### config.mk
export PLATFORM = sky130hd
export DESIGN_NAME = sid_mix_sched_flat
export DESIGN_NICKNAME = d
export VERILOG_FILES = /design/src/rtl/sid_mix_sched_if.sv /design/src/rtl/sid_mix_sched.sv /design/src/flat_wrapper.sv
export SDC_FILE = /design/constraint.sdc
export NUM_CORES = 1
export LEC_CHECK = 0
export ABC_AREA = 1
export BUFFER_PORTS_ARGS = -buffer_cell sky130_fd_sc_hd__clkbuf_2
export CORE_ASPECT_RATIO = 1.2
export CORE_UTILIZATION = 65
export CTS_BUF_LIST = sky130_fd_sc_hd__clkbuf_2
export DETAILED_ROUTE_END_ITERATION = 8
export GPL_TIMING_DRIVEN = 0
export PLACE_DENSITY = 0.95
export SYNTH_ARGS = -nofsm -noshare
export SYNTH_HDL_FRONTEND = slang
export SYNTH_SLANG_ARGS = --single-unit
### constraint.sdc
create_clock -name clk -period 15.4 [get_ports clk]
set_input_delay 1.54 -clock clk [delete_from_list [all_inputs] [get_ports clk]]
set_output_delay 1.54 -clock clk [all_outputs]
set_load 0.05 [all_outputs]
### src/rtl/sid_mix_sched_if.sv
// Signal bundle between the SID mix scheduler and its voice/filter/audio neighbours.
// Optional SID_MIX_OVERRUN_EN adds the sticky overrun flag to the bundle.
interface sid_mix_sched_if;
    logic        sample_stb;
    logic [11:0] wave1;
    logic [11:0] wave2;
    logic [11:0] wave3;
    logic [7:0]  env1;
    logic [7:0]  env2;
    logic [7:0]  env3;
    logic [2:0]  flt_sel;
    logic        mute3;
    logic [3:0]  vol;
    logic [11:0] flt_out;
    logic [11:0] flt_in;
    logic        flt_in_vld;
    logic [11:0] audio;
    logic        audio_vld;
    logic        busy;
`ifdef SID_MIX_OVERRUN_EN
    logic        overrun;
`endif

    modport master (
        output sample_stb, wave1, wave2, wave3, env1, env2, env3,
               flt_sel, mute3, vol, flt_out,
`ifdef SID_MIX_OVERRUN_EN
        input  overrun,
`endif
        input  flt_in, flt_in_vld, audio, audio_vld, busy
    );

    modport slave (
        input  sample_stb, wave1, wave2, wave3, env1, env2, env3,
               flt_sel, mute3, vol, flt_out,
`ifdef SID_MIX_OVERRUN_EN
        output overrun,
`endif
        output flt_in, flt_in_vld, audio, audio_vld, busy
    );
endinterface

### src/rtl/sid_mix_sched.sv
// Per-sample SID mixer: one shared registered 12x8 multiplier for envelopes and volume.
// Optional SID_MIX_OVERRUN_EN: sticky overrun flag for strobes arriving while busy.
module sid_mix_sched #(
    parameter int unsigned ACC_W = 22
) (
    input  logic          clk,
    input  logic          reset,
    sid_mix_sched_if.slave bus
);

    localparam logic [2:0] S_IDLE = 3'd0;
    localparam logic [2:0] S_M1   = 3'd1;
    localparam logic [2:0] S_M2   = 3'd2;
    localparam logic [2:0] S_M3   = 3'd3;
    localparam logic [2:0] S_A3   = 3'd4;
    localparam logic [2:0] S_MIX  = 3'd5;
    localparam logic [2:0] S_VOL  = 3'd6;
    localparam logic [2:0] S_OUT  = 3'd7;

    logic [2:0]       r_state;
    logic [11:0]      r_wave1, r_wave2, r_wave3;
    logic [7:0]       r_env1, r_env2, r_env3;
    logic [2:0]       r_flt_sel;
    logic             r_mute3;
    logic [3:0]       r_vol;
    logic [ACC_W-1:0] r_flt_acc, r_dir_acc;
    logic [19:0]      r_prod;
    logic [11:0]      r_flt_in, r_audio;
    logic             r_flt_in_vld, r_audio_vld;

    logic [11:0]      w_mul_a;
    logic [7:0]       w_mul_b;
    logic [19:0]      w_prod;
    logic [ACC_W-1:0] w_prod_ext, w_flt_out_ext, w_flt_next, w_dir_next;
    logic             w_sel_bit, w_accum, w_to_flt, w_to_dir;

    // Operand mux: each state issues at most one multiply into the shared register.
    always_comb begin
        w_mul_a = '0;
        w_mul_b = '0;
        case (r_state)
            S_M1:    begin w_mul_a = r_wave1; w_mul_b = r_env1; end
            S_M2:    begin w_mul_a = r_wave2; w_mul_b = r_env2; end
            S_M3:    begin w_mul_a = r_wave3; w_mul_b = r_env3; end
            S_VOL:   begin
                w_mul_a = {4'b0, r_dir_acc[ACC_W-1 -: 8]};
                w_mul_b = {4'b0, r_vol};
            end
            default: ;
        endcase
    end

    assign w_prod        = {8'b0, w_mul_a} * {12'b0, w_mul_b};
    assign w_prod_ext    = {{(ACC_W-20){1'b0}}, r_prod};
    assign w_flt_out_ext = {{(ACC_W-20){1'b0}}, bus.flt_out, 8'b0};

    // The product in r_prod belongs to the voice issued one state earlier.
    always_comb begin
        w_sel_bit = 1'b0;
        w_accum   = 1'b0;
        case (r_state)
            S_M2:    begin w_accum = 1'b1; w_sel_bit = r_flt_sel[0]; end
            S_M3:    begin w_accum = 1'b1; w_sel_bit = r_flt_sel[1]; end
            S_A3:    begin w_accum = 1'b1; w_sel_bit = r_flt_sel[2]; end
            default: ;
        endcase
        w_to_flt = w_accum & w_sel_bit;
        w_to_dir = w_accum & ~w_sel_bit & ~((r_state == S_A3) & r_mute3);
    end

    assign w_flt_next = r_flt_acc + (w_to_flt ? w_prod_ext : '0);
    assign w_dir_next = r_dir_acc + (w_to_dir ? w_prod_ext : '0);

    always_ff @(posedge clk) begin
        if (reset) begin
            r_state      <= S_IDLE;
            r_wave1      <= '0;
            r_wave2      <= '0;
            r_wave3      <= '0;
            r_env1       <= '0;
            r_env2       <= '0;
            r_env3       <= '0;
            r_flt_sel    <= '0;
            r_mute3      <= 1'b0;
            r_vol        <= '0;
            r_flt_acc    <= '0;
            r_dir_acc    <= '0;
            r_prod       <= '0;
            r_flt_in     <= '0;
            r_audio      <= '0;
            r_flt_in_vld <= 1'b0;
            r_audio_vld  <= 1'b0;
        end else begin
            r_flt_in_vld <= 1'b0;
            r_audio_vld  <= 1'b0;
            case (r_state)
                S_IDLE: begin
                    if (bus.sample_stb) begin
                        r_wave1   <= bus.wave1;
                        r_wave2   <= bus.wave2;
                        r_wave3   <= bus.wave3;
                        r_env1    <= bus.env1;
                        r_env2    <= bus.env2;
                        r_env3    <= bus.env3;
                        r_flt_sel <= bus.flt_sel;
                        r_mute3   <= bus.mute3;
                        r_vol     <= bus.vol;
                        r_flt_acc <= '0;
                        r_dir_acc <= '0;
                        r_state   <= S_M1;
                    end
                end
                S_M1: begin
                    r_prod  <= w_prod;
                    r_state <= S_M2;
                end
                S_M2, S_M3: begin
                    r_flt_acc <= w_flt_next;
                    r_dir_acc <= w_dir_next;
                    r_prod    <= w_prod;
                    r_state   <= (r_state == S_M2) ? S_M3 : S_A3;
                end
                S_A3: begin
                    r_flt_acc    <= w_flt_next;
                    r_dir_acc    <= w_dir_next;
                    r_flt_in     <= w_flt_next[ACC_W-1 -: 12];
                    r_flt_in_vld <= 1'b1;
                    r_state      <= S_MIX;
                end
                S_MIX: begin
                    r_dir_acc <= r_dir_acc + w_flt_out_ext;
                    r_state   <= S_VOL;
                end
                S_VOL: begin
                    r_prod  <= w_prod;
                    r_state <= S_OUT;
                end
                default: begin
                    r_audio     <= r_prod[11:0];
                    r_audio_vld <= 1'b1;
                    r_state     <= S_IDLE;
                end
            endcase
        end
    end

`ifdef SID_MIX_OVERRUN_EN
    logic r_overrun;

    always_ff @(posedge clk) begin
        if (reset)
            r_overrun <= 1'b0;
        else if (bus.sample_stb && (r_state != S_IDLE))
            r_overrun <= 1'b1;
    end

    assign bus.overrun = r_overrun;
`endif

    assign bus.flt_in     = r_flt_in;
    assign bus.flt_in_vld = r_flt_in_vld;
    assign bus.audio      = r_audio;
    assign bus.audio_vld  = r_audio_vld;
    assign bus.busy       = (r_state != S_IDLE);

endmodule

### src/flat_wrapper.sv
// flat-port wrapper written by rule: the top's interface ports become plain ports
module sid_mix_sched_flat 
#(
    parameter int unsigned ACC_W = 22
)
  (clk, reset, bus_sample_stb, bus_wave1, bus_wave2, bus_wave3, bus_env1, bus_env2, bus_env3, bus_flt_sel, bus_mute3, bus_vol, bus_flt_out, bus_flt_in, bus_flt_in_vld, bus_audio, bus_audio_vld, bus_busy);
  sid_mix_sched_if bus_i ();
  input  logic clk;
  input  logic reset;
  input wire logic [$bits(bus_i.sample_stb)-1:0] bus_sample_stb;
  input wire logic [$bits(bus_i.wave1)-1:0] bus_wave1;
  input wire logic [$bits(bus_i.wave2)-1:0] bus_wave2;
  input wire logic [$bits(bus_i.wave3)-1:0] bus_wave3;
  input wire logic [$bits(bus_i.env1)-1:0] bus_env1;
  input wire logic [$bits(bus_i.env2)-1:0] bus_env2;
  input wire logic [$bits(bus_i.env3)-1:0] bus_env3;
  input wire logic [$bits(bus_i.flt_sel)-1:0] bus_flt_sel;
  input wire logic [$bits(bus_i.mute3)-1:0] bus_mute3;
  input wire logic [$bits(bus_i.vol)-1:0] bus_vol;
  input wire logic [$bits(bus_i.flt_out)-1:0] bus_flt_out;
  output wire logic [$bits(bus_i.flt_in)-1:0] bus_flt_in;
  output wire logic [$bits(bus_i.flt_in_vld)-1:0] bus_flt_in_vld;
  output wire logic [$bits(bus_i.audio)-1:0] bus_audio;
  output wire logic [$bits(bus_i.audio_vld)-1:0] bus_audio_vld;
  output wire logic [$bits(bus_i.busy)-1:0] bus_busy;
  assign bus_i.sample_stb = bus_sample_stb;
  assign bus_i.wave1 = bus_wave1;
  assign bus_i.wave2 = bus_wave2;
  assign bus_i.wave3 = bus_wave3;
  assign bus_i.env1 = bus_env1;
  assign bus_i.env2 = bus_env2;
  assign bus_i.env3 = bus_env3;
  assign bus_i.flt_sel = bus_flt_sel;
  assign bus_i.mute3 = bus_mute3;
  assign bus_i.vol = bus_vol;
  assign bus_i.flt_out = bus_flt_out;
  assign bus_flt_in = bus_i.flt_in;
  assign bus_flt_in_vld = bus_i.flt_in_vld;
  assign bus_audio = bus_i.audio;
  assign bus_audio_vld = bus_i.audio_vld;
  assign bus_busy = bus_i.busy;
  sid_mix_sched #(.ACC_W(ACC_W)) u_core (.clk(clk), .reset(reset), .bus(bus_i));
endmodule
-- Yosys cells after proc, flatten, opt, wreduce, memory -nomap -nowiden
Cells that the tools add are included.
- $add $sub $neg: 3
- $mul: 1
- eq/ne operators: 7
- multiplexer cells: 14
- bitwise gates (word level): 6
- reductions and logical operators: 11
- operators with widths (cell ; count):
    22-bit case mux with 3 select lines ; 1
    12-bit case mux with 4 select lines ; 1
    22-bit adder ; 2
    22-bit case mux with 2 select lines ; 1
    20-bit 2-to-1 mux ; 2
    8-bit case mux with 4 select lines ; 1
    22-bit by 20-bit adder with 22-bit output ; 1
    22-bit 2-to-1 mux ; 1
    12-bit by 8-bit multiplier with 20-bit output ; 1
    3-bit case mux with 6 select lines ; 1
    3-bit == test (second input constant) ; 3
    7-bit OR reduction ; 1
    3-bit by 2-bit == test with 1-bit output (second input constant) ; 2
    3-bit 2-to-1 mux ; 2
    2-bit AND reduction ; 3
    3-bit nonzero test ; 2
    1-bit bitwise AND ; 4
    4-bit OR reduction ; 1
    3-bit by 1-bit == test with 1-bit output (second input constant) ; 1
    3-bit zero test ; 1
    1-bit 2-to-1 mux ; 3
    1-bit case mux with 3 select lines ; 1
    3-bit OR reduction ; 1
    2-bit inequality test (second input constant) ; 1
    3 further kinds ; 4
- bits in registers: 161
- input bits: 83
- output and inout port bits: 27

-- Depth between registers and ports, before layout
- word-level depth: 8
- mapped depth: 28
- mapped depth without buffers: 27

-- Worst setup path after synthesis
OpenSTA, ideal clock, no wires.
- path kind: reg2reg
- start: reg u_core.r_state[0]
- end: reg u_core.r_prod[14]
- library setup time: 0.109 ns
- arrival: 4.909 ns
- path slack: 10.382 ns
- cell stages (with the launch flop): 28
- path buffers: 1
- clock period less this slack: 5.018 ns
- cells stage by stage: dfxtp_1 inv_1 ha_1 inv_1 nor2_2 inv_1 buf_2 o22ai_1 o21ai_1 nor2_1 fa_1 inv_1 fa_1 inv_1 fa_1 inv_1 fa_1 inv_1 ha_1 a21o_1 a21oi_1 nand2_1 a21oi_1 inv_1 nand2_1 nand3_1 nand2_1 inv_1
- word-level cells in the longest chain between the ends: 3
- elaborated cells between the ends (all ways): 8
- those cells by class: mul: 1; eq/ne: 4; mux: 2; reduce/logical: 1
- RTL lines (item ; RTL line ; source):
    from (decl) ; sid_mix_sched.sv:20 ; logic [2:0] r_state;
    from (signal assigned) ; sid_mix_sched.sv:121 ; r_state <= (r_state == S_M2) ? S_M3 : S_A3;
    3-bit == test (tied with other cells) ; sid_mix_sched.sv:41, sid_mix_sched.sv:96 ;
    12-bit case mux with 4 select lines or 8-bit case mux with 4 select lines (tied branches) ; sid_mix_sched.sv:41 ; case (r_state)
    12-bit by 8-bit multiplier with 20-bit output ; sid_mix_sched.sv:53 ; assign w_prod = {8'b0, w_mul_a} * {12'b0, w_mul_b};
    to (signal assigned) ; sid_mix_sched.sv:114 ; r_prod <= w_prod;
    to (signal assigned) ; sid_mix_sched.sv:120 ; r_prod <= w_prod;
    to (signal assigned) ; sid_mix_sched.sv:135 ; r_prod <= w_prod;
    to (decl) ; sid_mix_sched.sv:27 ; logic [19:0] r_prod;
Parallel ways exist; a longest one is shown, timed or not.
A chain may end at the register's enable or synchronous reset.

-- Worst setup path after layout
- start: reg u_core.r_state[0]
- end: reg u_core.r_prod[18]
The elaborated chain is that of the path after synthesis.

==> flow_summary_export.csv <==
group,metric,value,unit
outcome,status,"completed",
layout,syn2layout_area_growth,8.37,%
sta,hold_violations,0,
layout,layout-drive-gt1-share,9.09,%
synthesis,ys.flop_type,"sky130_fd_sc_hd__dfxtp_1",
sta,grt_setup_unrepaired,"false",
layout,postLayoutCoreUtil,71.5,%
synthesis,asyncSetResetFlopFracSynth,0,%
floorplanning,placementRows,57,
floorplanning,design.die.area,21100,sq um
clock_tree,cts-root-to-sink-buffers,2,
global_routing,grt_antenna_before_repair,1,
placed_design,port-buffer-count,107,
hold_path,type_of_the_worst_min_delay_path,"reg -> reg",
layout,layout.cells.non_filler,2466,
critical_path,critPathMaxStageDelay,0.56,ns
global_routing,grt_pass1_wl,61200,um
critical_path,cp-end-kind,"flop",
critical_path,required,16.09,ns
route,postRouteAntennaNets,0,
route,num_vias,13800,
global_routing,gr_ovfl_total,0,
layout,mostFrequentLayoutCell,"sky130_fd_sc_hd__nand2_1",
sta,report.final.slew_viol_count,0,
global_routing,gr-usage-all-layers,36.4,%
clock_tree,clock_insertion_delay_worst_skew,0.81,ns
synthesis,post_synth_num_cell_types,41,
synthesis,number_of_enable_type_register_cells_in_the_synthesized_netlist,0,
floorplanning,ioPinCount,110,
power_and_ir_drop,ir_worst_vdd,0.150,mV
synthesis,synthesis.area_per_instance,6.46,sq um
placed_design,dp_hpwl,30200,um
clock_tree,cts.root.buffer_cell,"sky130_fd_sc_hd__clkbuf_2",
route,drcViolationCount,0,
critical_path,setup.reg_to_reg.worst_slack,9.38,ns
power_and_ir_drop,total_leakage_power,7.70,nW
sta,timing_limited_maximum_frequency,166,MHz
power_and_ir_drop,design_power_total,0.00181,W
global_routing,vias_in_the_first_global_route,13100,
route,drt_wl_total,37900,um
route,detail_route.first_pass.iterations,6,
critical_path,crit_path_top_delay_cell,"sky130_fd_sc_hd__fa_1",
floorplanning,placeableCoreArea,20200,sq um
clock_tree,cts_tree,"yes",
synthesis,syn_inst,2061,
placed_design,finalWeightedCongestion,1.03,
floorplanning,die-width,133,um
global_routing,pin_count_of_the_biggest_net_entering_global_routing,19,
sta,final_min_period_over_clock_period,39.1,%
placed_design,dp.cells,2433,
clock_tree,ctsHtreeMaxLevel,4,
critical_path,timing.critical_path.fanout_max,8,
synthesis,synthesis.nets,2304,
sta,fin_tns_setup,0,ns
critical_path,critical_path_arrival,6.71,ns
synthesis,post_synth_instance_area,13300,sq um
clock_tree,clk_pin_slew_worst_setup_hold_paths,0.31,ns
sta,post-route-min-period,6.02,ns
clock_tree,cts_buffers,17,
job,drv.max_cap_violation_count,0,
sta,max_slew_margin,43.5,%
sta,clock_skew,0.0608,ns
power_and_ir_drop,power.density_cell_area,125,nW/um^2
sta,max_slew.worst_pin.slew,0.842,ns
critical_path,timing.setup.critical_path_class,"reg -> reg",
clock_tree,post_cts_resize_count,0,
synthesis,synth-seq-area-share,24.2,%
critical_path,critical_path.startpoint_type,"flop",
clock_tree,cts_num_sinks,161,
clock_tree,post_cts_hold_buffer_count,0,
floorplanning,die_height,159,um
route,drt_iter0_markers,1345,
synthesis,yosys_register_bits,161,
route,routedWlPerCell,15.4,um
synthesis,synth.yosys.warnings,0,
sta,finalSetupViolations,0,
floorplanning,effective_utilization_at_floorplan,66.0,%
layout,finish.net_count,2430,
layout,most-common-layout-cells,"515 x sky130_fd_sc_hd__nand2_1, 389 x sky130_fd_sc_hd__inv_1, 195 x sky130_fd_sc_hd__a21oi_1, 187 x sky130_fd_sc_hd__nor2_1, 161 x sky130_fd_sc_hd__dfxtp_1",
route,via_per_inst,5.59,
clock_tree,post-cts-setup-buffer-count,0,
==> kinds of logic (layout without fill, tap and decap cells) <==
family	Yosys count	after routing	synth area share, %
AND/OR/NAND/NOR	883	883	27.4
other	0	1	0
flip-flops	161	161	24.2
buffers and inverters	464	603	13.5
AO/OA/AOI/OAI	378	378	15.3
adder cells (fa/ha/maj)	160	160	18.6
XOR/XNOR	15	15	0.987
==> flip-flops by register name, summed over array words and instances (netlist names), 12 cells and up <==
signal,cells
u_core.bus.flt_in,12
u_core.r_dir_acc,22
u_core.r_wave2,12
u_core.r_wave3,12
u_core.r_flt_acc,22
u_core.r_wave1,12
u_core.bus.audio,12
u_core.r_prod,20
==> Yosys cell counts, drive strengths merged, types with 11 or more instances <==
| cell | n | share of area, % |
|---|---|---|
| buf | 25 | 1.1 |
| o22ai | 15 | 0.70 |
| a21oi | 195 | 7.3 |
| o21ai | 136 | 5.2 |
| nor2 | 192 | 5.6 |
| fa | 63 | 9.5 |
| ha | 97 | 9.1 |
| inv | 399 | 11 |
| nand4 | 13 | 0.61 |
| dfxtp | 161 | 24 |
| nand2 | 523 | 15 |
| nand3 | 123 | 4.6 |
| a21o | 11 | 0.62 |
| clkbuf | 40 | 1.1 |
==> where the power goes <==
part	total, W	internal, W	switching [W]
logic	0.000963	0.000272	0.000691
clock network	0.000245	0.0000562	0.000188
registers	0.000599	0.000531	0.0000683
total	0.00181	0.000859	0.000947
==> stage by stage <==
stage	instance area [sq um]	hold slack [ns]	worst slack (ns)
finish	14400	0.472	9.38
global route	14400	0.490	9.11
CTS	14400	0.474	9.51
detailed placement	14200	0.443	9.60
global placement	14200	0.434	9.74
floorplan	13300	0.425	10.38
==> metal layers <==
layer	part of all wire, %	global-route usage, %	routed length (um)
met5	0	0	0
met4	6.6	23.2	2490
met3	8.2	6.61	3120
met2	47	61.5	17900
met1	38	42.3	14400
==> area by class of cell <==
cell class	count	area [sq um]
antenna	1	2.50
buffer	65	299
clock buffer	18	90.1
clock inverter	14	155
fill	1607	5760
inverter	399	1500
multi-input combinational	1436	8290
sequential	161	3220
tap	265	332
timing repair buffer	107	536
==> worst max-delay path: cells and delay by family, from the launching register on <==
| kind | cells | cell delay, ns |
|---|---|---|
| AND/OR/NAND/NOR | 8 | 0.92 |
| buffers and inverters | 7 | 0.73 |
| adder cells (fa/ha/maj) | 6 | 2.66 |
| AO/OA/AOI/OAI | 5 | 1.12 |
| flip-flops | 1 | 0.46 |
==> worst paths after layout <==
kind         cells past startpoint               from                 to
max                             26  u_core.r_state[0]  u_core.r_prod[18]
min reg2reg                      2  u_core.r_wave1[3]  u_core.r_wave1[3]
min                              2  u_core.r_wave1[3]  u_core.r_wave1[3]
max reg2reg                     26  u_core.r_state[0]  u_core.r_prod[18]
Power figures use the tool's default switching activity.
